==> src/rtl/tt_um_seanvenadas.sv <==
// Single-digit seven-segment BCD counter with programmable prescaler, hold, direction and load.
// Build option: define COMMON_ANODE_EN to drive uo_out active-low (segments and dp inverted).
module tt_um_seanvenadas #(
  parameter int CLK_DIV_W = 24
) (
  input  logic       clk,
  input  logic       rst_n,
  input  logic       ena,
  input  logic [7:0] ui_in,
  input  logic [7:0] uio_in,
  output logic [7:0] uo_out,
  output logic [7:0] uio_out,
  output logic [7:0] uio_oe
);

  logic [CLK_DIV_W-1:0] p_q, p_d;
  logic [3:0]           d_q, d_d;
  logic                 w_q, w_d;
  logic [CLK_DIV_W-1:0] cmp;
  logic                 load, hold, down, at_cmp, tick;
  logic [3:0]           load_val;
  logic [6:0]           seg;
  logic [7:0]           disp;
  logic                 unused_ok;

  assign load     = uio_in[4];
  assign hold     = uio_in[5];
  assign down     = uio_in[6];
  assign load_val = (uio_in[3:0] > 4'd9) ? 4'd9 : uio_in[3:0];

  // Rate select occupies the top 8 bits of the compare value; shifting keeps CLK_DIV_W=8 legal.
  assign cmp    = CLK_DIV_W'(ui_in) << (CLK_DIV_W - 8);
  assign at_cmp = (p_q >= cmp);
  assign tick   = at_cmp & ~load & ~hold & ~rst_n;

  always_comb begin
    p_d = p_q;
    d_d = d_q;
    w_d = w_q;
    if (load) begin
      d_d = load_val;
      p_d = '0;
    end else if (hold) begin
      p_d = p_q;
    end else if (at_cmp) begin
      p_d = '0;
      if (down) begin
        if (d_q == 4'd0) begin
          d_d = 4'd9;
          w_d = ~w_q;
        end else begin
          d_d = d_q - 4'd1;
        end
      end else begin
        if (d_q == 4'd9) begin
          d_d = 4'd0;
          w_d = ~w_q;
        end else begin
          d_d = d_q + 4'd1;
        end
      end
    end else begin
      p_d = p_q + 1'b1;
    end
  end

  always_ff @(posedge clk) begin
    if (rst_n) begin
      p_q <= '0;
      d_q <= 4'd0;
      w_q <= 1'b0;
    end else begin
      p_q <= p_d;
      d_q <= d_d;
      w_q <= w_d;
    end
  end

  always_comb begin
    seg = 7'h00;
    case (d_q)
      4'd0: seg = 7'h3F;
      4'd1: seg = 7'h06;
      4'd2: seg = 7'h5B;
      4'd3: seg = 7'h4F;
      4'd4: seg = 7'h66;
      4'd5: seg = 7'h6D;
      4'd6: seg = 7'h7D;
      4'd7: seg = 7'h07;
      4'd8: seg = 7'h7F;
      4'd9: seg = 7'h6F;
      default: seg = 7'h00;
    endcase
  end

  assign disp = {w_q, seg};

`ifdef COMMON_ANODE_EN
  assign uo_out = ~disp;
`else
  assign uo_out = disp;
`endif

  assign uio_out = {tick, 7'b0};
  assign uio_oe  = 8'h80;

  // Slot enable and the spare bidirectional input have no function in this design.
  assign unused_ok = &{1'b0, ena, uio_in[7]};

endmodule

==> config.mk <==
export PLATFORM = sky130hd
export DESIGN_NAME = tt_um_seanvenadas
export DESIGN_NICKNAME = d
export VERILOG_FILES = /design/src/rtl/tt_um_seanvenadas.sv
export SDC_FILE = /design/constraint.sdc
export NUM_CORES = 1
export LEC_CHECK = 0
export CORE_MARGIN = 2
export CORE_UTILIZATION = 55
export DETAILED_ROUTE_END_ITERATION = 16
export DONT_BUFFER_PORTS = 1
export GPL_TIMING_DRIVEN = 0
export HOLD_SLACK_MARGIN = 0.12
export PLACE_DENSITY = 0.73
export SYNTH_ARGS = -nofsm -noshare
export SYNTH_HDL_FRONTEND = slang
export SYNTH_SLANG_ARGS = --single-unit
==> constraint.sdc <==
create_clock -name clk -period 2.7 [get_ports clk]
set_input_delay 0.54 -clock clk [delete_from_list [all_inputs] [get_ports clk]]
set_output_delay 0.54 -clock clk [all_outputs]
set_load 0.01 [all_outputs]
==> flow_summary_export.csv <==
group,metric,value,unit
status,outcome,"completed",
place,place_congestion,0.884,
detailed_routing,drt-total-wl,4910,um
final_layout,diodes,0,
final_layout,final_util,67.2,%
power,max-vdd-ir-drop,0.000267,V
synth,synthDistinctLibCells,57,
detailed_routing,vias,2025,
worst_setup_path,crit_arrival,2830,ps
sta,whs,302,ps
hold_path,hp-start,"rst_n",
clock_tree,clk_latency,290,ps
clock_tree,cts-root-buf,"clkbuf_8",
place,dp_hpwl,3560,um
final_layout,fillers,350,
sta,fmax,378,MHz
synth,yosysWarnings,0,
detailed_routing,firstDrtPassIters,5,
floorplanning,start_util,56.7,%
floorplanning,die_w,70.5,um
clock_tree,cts_buffer_depth,2,
worst_setup_path,start_kind,"register",
sta,setup_viol,0,
final_layout,nNetsFinal,359,
detailed_routing,post_drt_wl_per_cell,13.0,um
clock_tree,cts_buffers,5,
clock_tree,clk_pin_slew,80,ps
floorplanning,fp-row-count,24,
worst_setup_path,path_max_fanout,5,
power,power_density,420,mW/mm^2
floorplanning,core,0.00429,sq mm
place,portBuffers,0,
synth,yosysSeqAreaShare,29.6,%
floorplanning,ioPinCount,43,
global_route,grt_pass1_vias,1800,
clock_tree,cts.htree.levels,2,
clock_tree,clock_sinks,36,
synth,synth-async-reset-ratio,0,%
sta,rsz0062_at_grt,"yes",
sta,fin_crit_sh,97.9,%
worst_setup_path,r2r_start,"p_q[19]",
detailed_routing,final_antenna_net_count,0,
synth,synthCells,296,
global_route,grt_pass1_wl,8270,um
clock_tree,tritoncts,"built",
run,drv_cap,0,
global_route,grt.total_usage,20.3,%
synth,ys_ff_latch,36,
final_layout,drive_gt1_share,22.8,%
sta,min_period,2640,ps
sta,tns,0,ps
sta,max_slew_margin,65.8,%
worst_setup_path,crit_path_end_kind,"register",
sta,finalHoldViolCount,0,
synth,synthFlopType,"dfxtp_1",
detailed_routing,drt_iter0_drc,111,
global_route,antenna_found_initial,0,
worst_setup_path,required,2890,ps
floorplanning,die_area,0.00498,sq mm
worst_setup_path,crit_start,"p_q[19]",
worst_setup_path,path_class,"reg -> reg",
detailed_routing,vias_per_cell,5.37,
power,p_leak,0.00115,uW
detailed_routing,drc,0,
floorplanning,die_y,70.5,um
synth,synth.cell_area,0.00243,sq mm
sta,final_max_slew_viol_count,0,
sta,skew,5.80,ps
global_route,overflow,0,
final_layout,final_cell_mix,"nor2_1 (34), dfxtp_1 (32), buf_4 (24), nand2_1 (20), inv_1 (16)",
final_layout,final_common_cell,"nor2_1",
synth,avgSynthCellArea,8.23,sq um
final_layout,area_growth,18.6,%
synth,synth-edff-count,0,
global_route,grt_max_degree,14,
hold_path,hold_class,"in -> reg",
sta,worstMarginPinSlew,508,ps
-- state kept, by name, summed over array words and instances, names as in the netlist --
| name | cells |
|---|---|
| d_q | 4 |
| p_q | 24 |
| seg | 7 |
| w_q | 1 |
-- synth_stat cells (all sizes together) (6+ instances only) --
master	n	area share, %
dfxtp	36	30
nor2	35	5.7
buf	24	7.2
nand2	22	3.5
inv	19	2.9
ha	16	8.2
xor2	15	5.4
a21oi	11	2.3
nand3	9	1.8
o21ai	9	2.0
nand4	8	2.1
clkbuf	7	1.1
xnor2	7	2.5
nand3b	6	1.8
-- area by class of cell --
class	count	area [sq um]	area share [%]
clock inverters	3	46.3	1.60
inverters	19	71.3	2.47
clock buffers	5	68.8	2.38
repair buffers	8	63.8	2.21
flip-flops and latches	36	731	25.3
well taps	52	65.1	2.25
multi-input cells	223	1630	56.6
plain buffers	31	208	7.19
-- timing repair --
| action | CTS | global route |
|---|---|---|
| pin swaps | 1 | 10 |
| endpoints found under the setup margin | 3 | 6 |
| gates resized for setup | 2 | 17 |
| buffers inserted | 0 | 8 |
| cloned | 0 | 0 |
| hold buffers | 0 | 0 |
-- worst max-delay path, stage by stage (launching register included) --
cell	delay (ps)
dfxtp_4	370
ha_4	270
nor4bb_4	260
nand3b_1	160
o32ai_4	430
nor3b_2	110
o31a_1	360
buf_6	150
ha_4	250
nand2_2	40
a21o_1	150
-- metal layers --
layer  up-vias  track usage (%)  share of wire, %
met4         0             5.66               1.1
met2        50             34.5                50
met3         6             4.13               3.8
li1       1040                -                 -
met1       929             26.4                45
met5         -                0                 0
-- logic make-up (layout without fill, tap and decap cells) --
group | Yosys count | in the layout | share of synthesized area [%]
simple gates | 119 | 119 | 26.9
fa+ha+maj | 16 | 16 | 8.22
xor+xnor | 22 | 22 | 7.91
flops | 36 | 36 | 29.6
mux | 4 | 4 | 2.00
other cells | 2 | 15 | 0.308
compound gates | 47 | 47 | 13.9
buf+inv | 50 | 66 | 11.2
-- final timing paths --
kind                                to  slack (ps)  depth (start not counted)
worst max-delay path            seg[3]          60                         10
worst min register to register     w_q         480                          2
worst max register to register  seg[3]          60                         10
worst min-delay path               w_q         300                          1
-- stage by stage --
stage                     worst slack [ps]  instance area (sq um)  power, uW  std cells
after floorplan                      -5.42                   2570        696        309
after global placement                -279                   2640        718        361
after detailed placement              -284                   2640        719        361
after CTS                             9.15                   2760       1210        369
after global routing                 -48.8                   2890       1270        377
final                                 57.5                   2890       1210        377
-- power by group --
| group | internal (uW) | total [uW] | switching (uW) |
|---|---|---|---|
| clock network | 278 | 494 | 216 |
| logic | 76.3 | 162 | 85.7 |
| registers | 545 | 558 | 13.2 |
No activity file was read; power rests on OpenSTA's default activity.
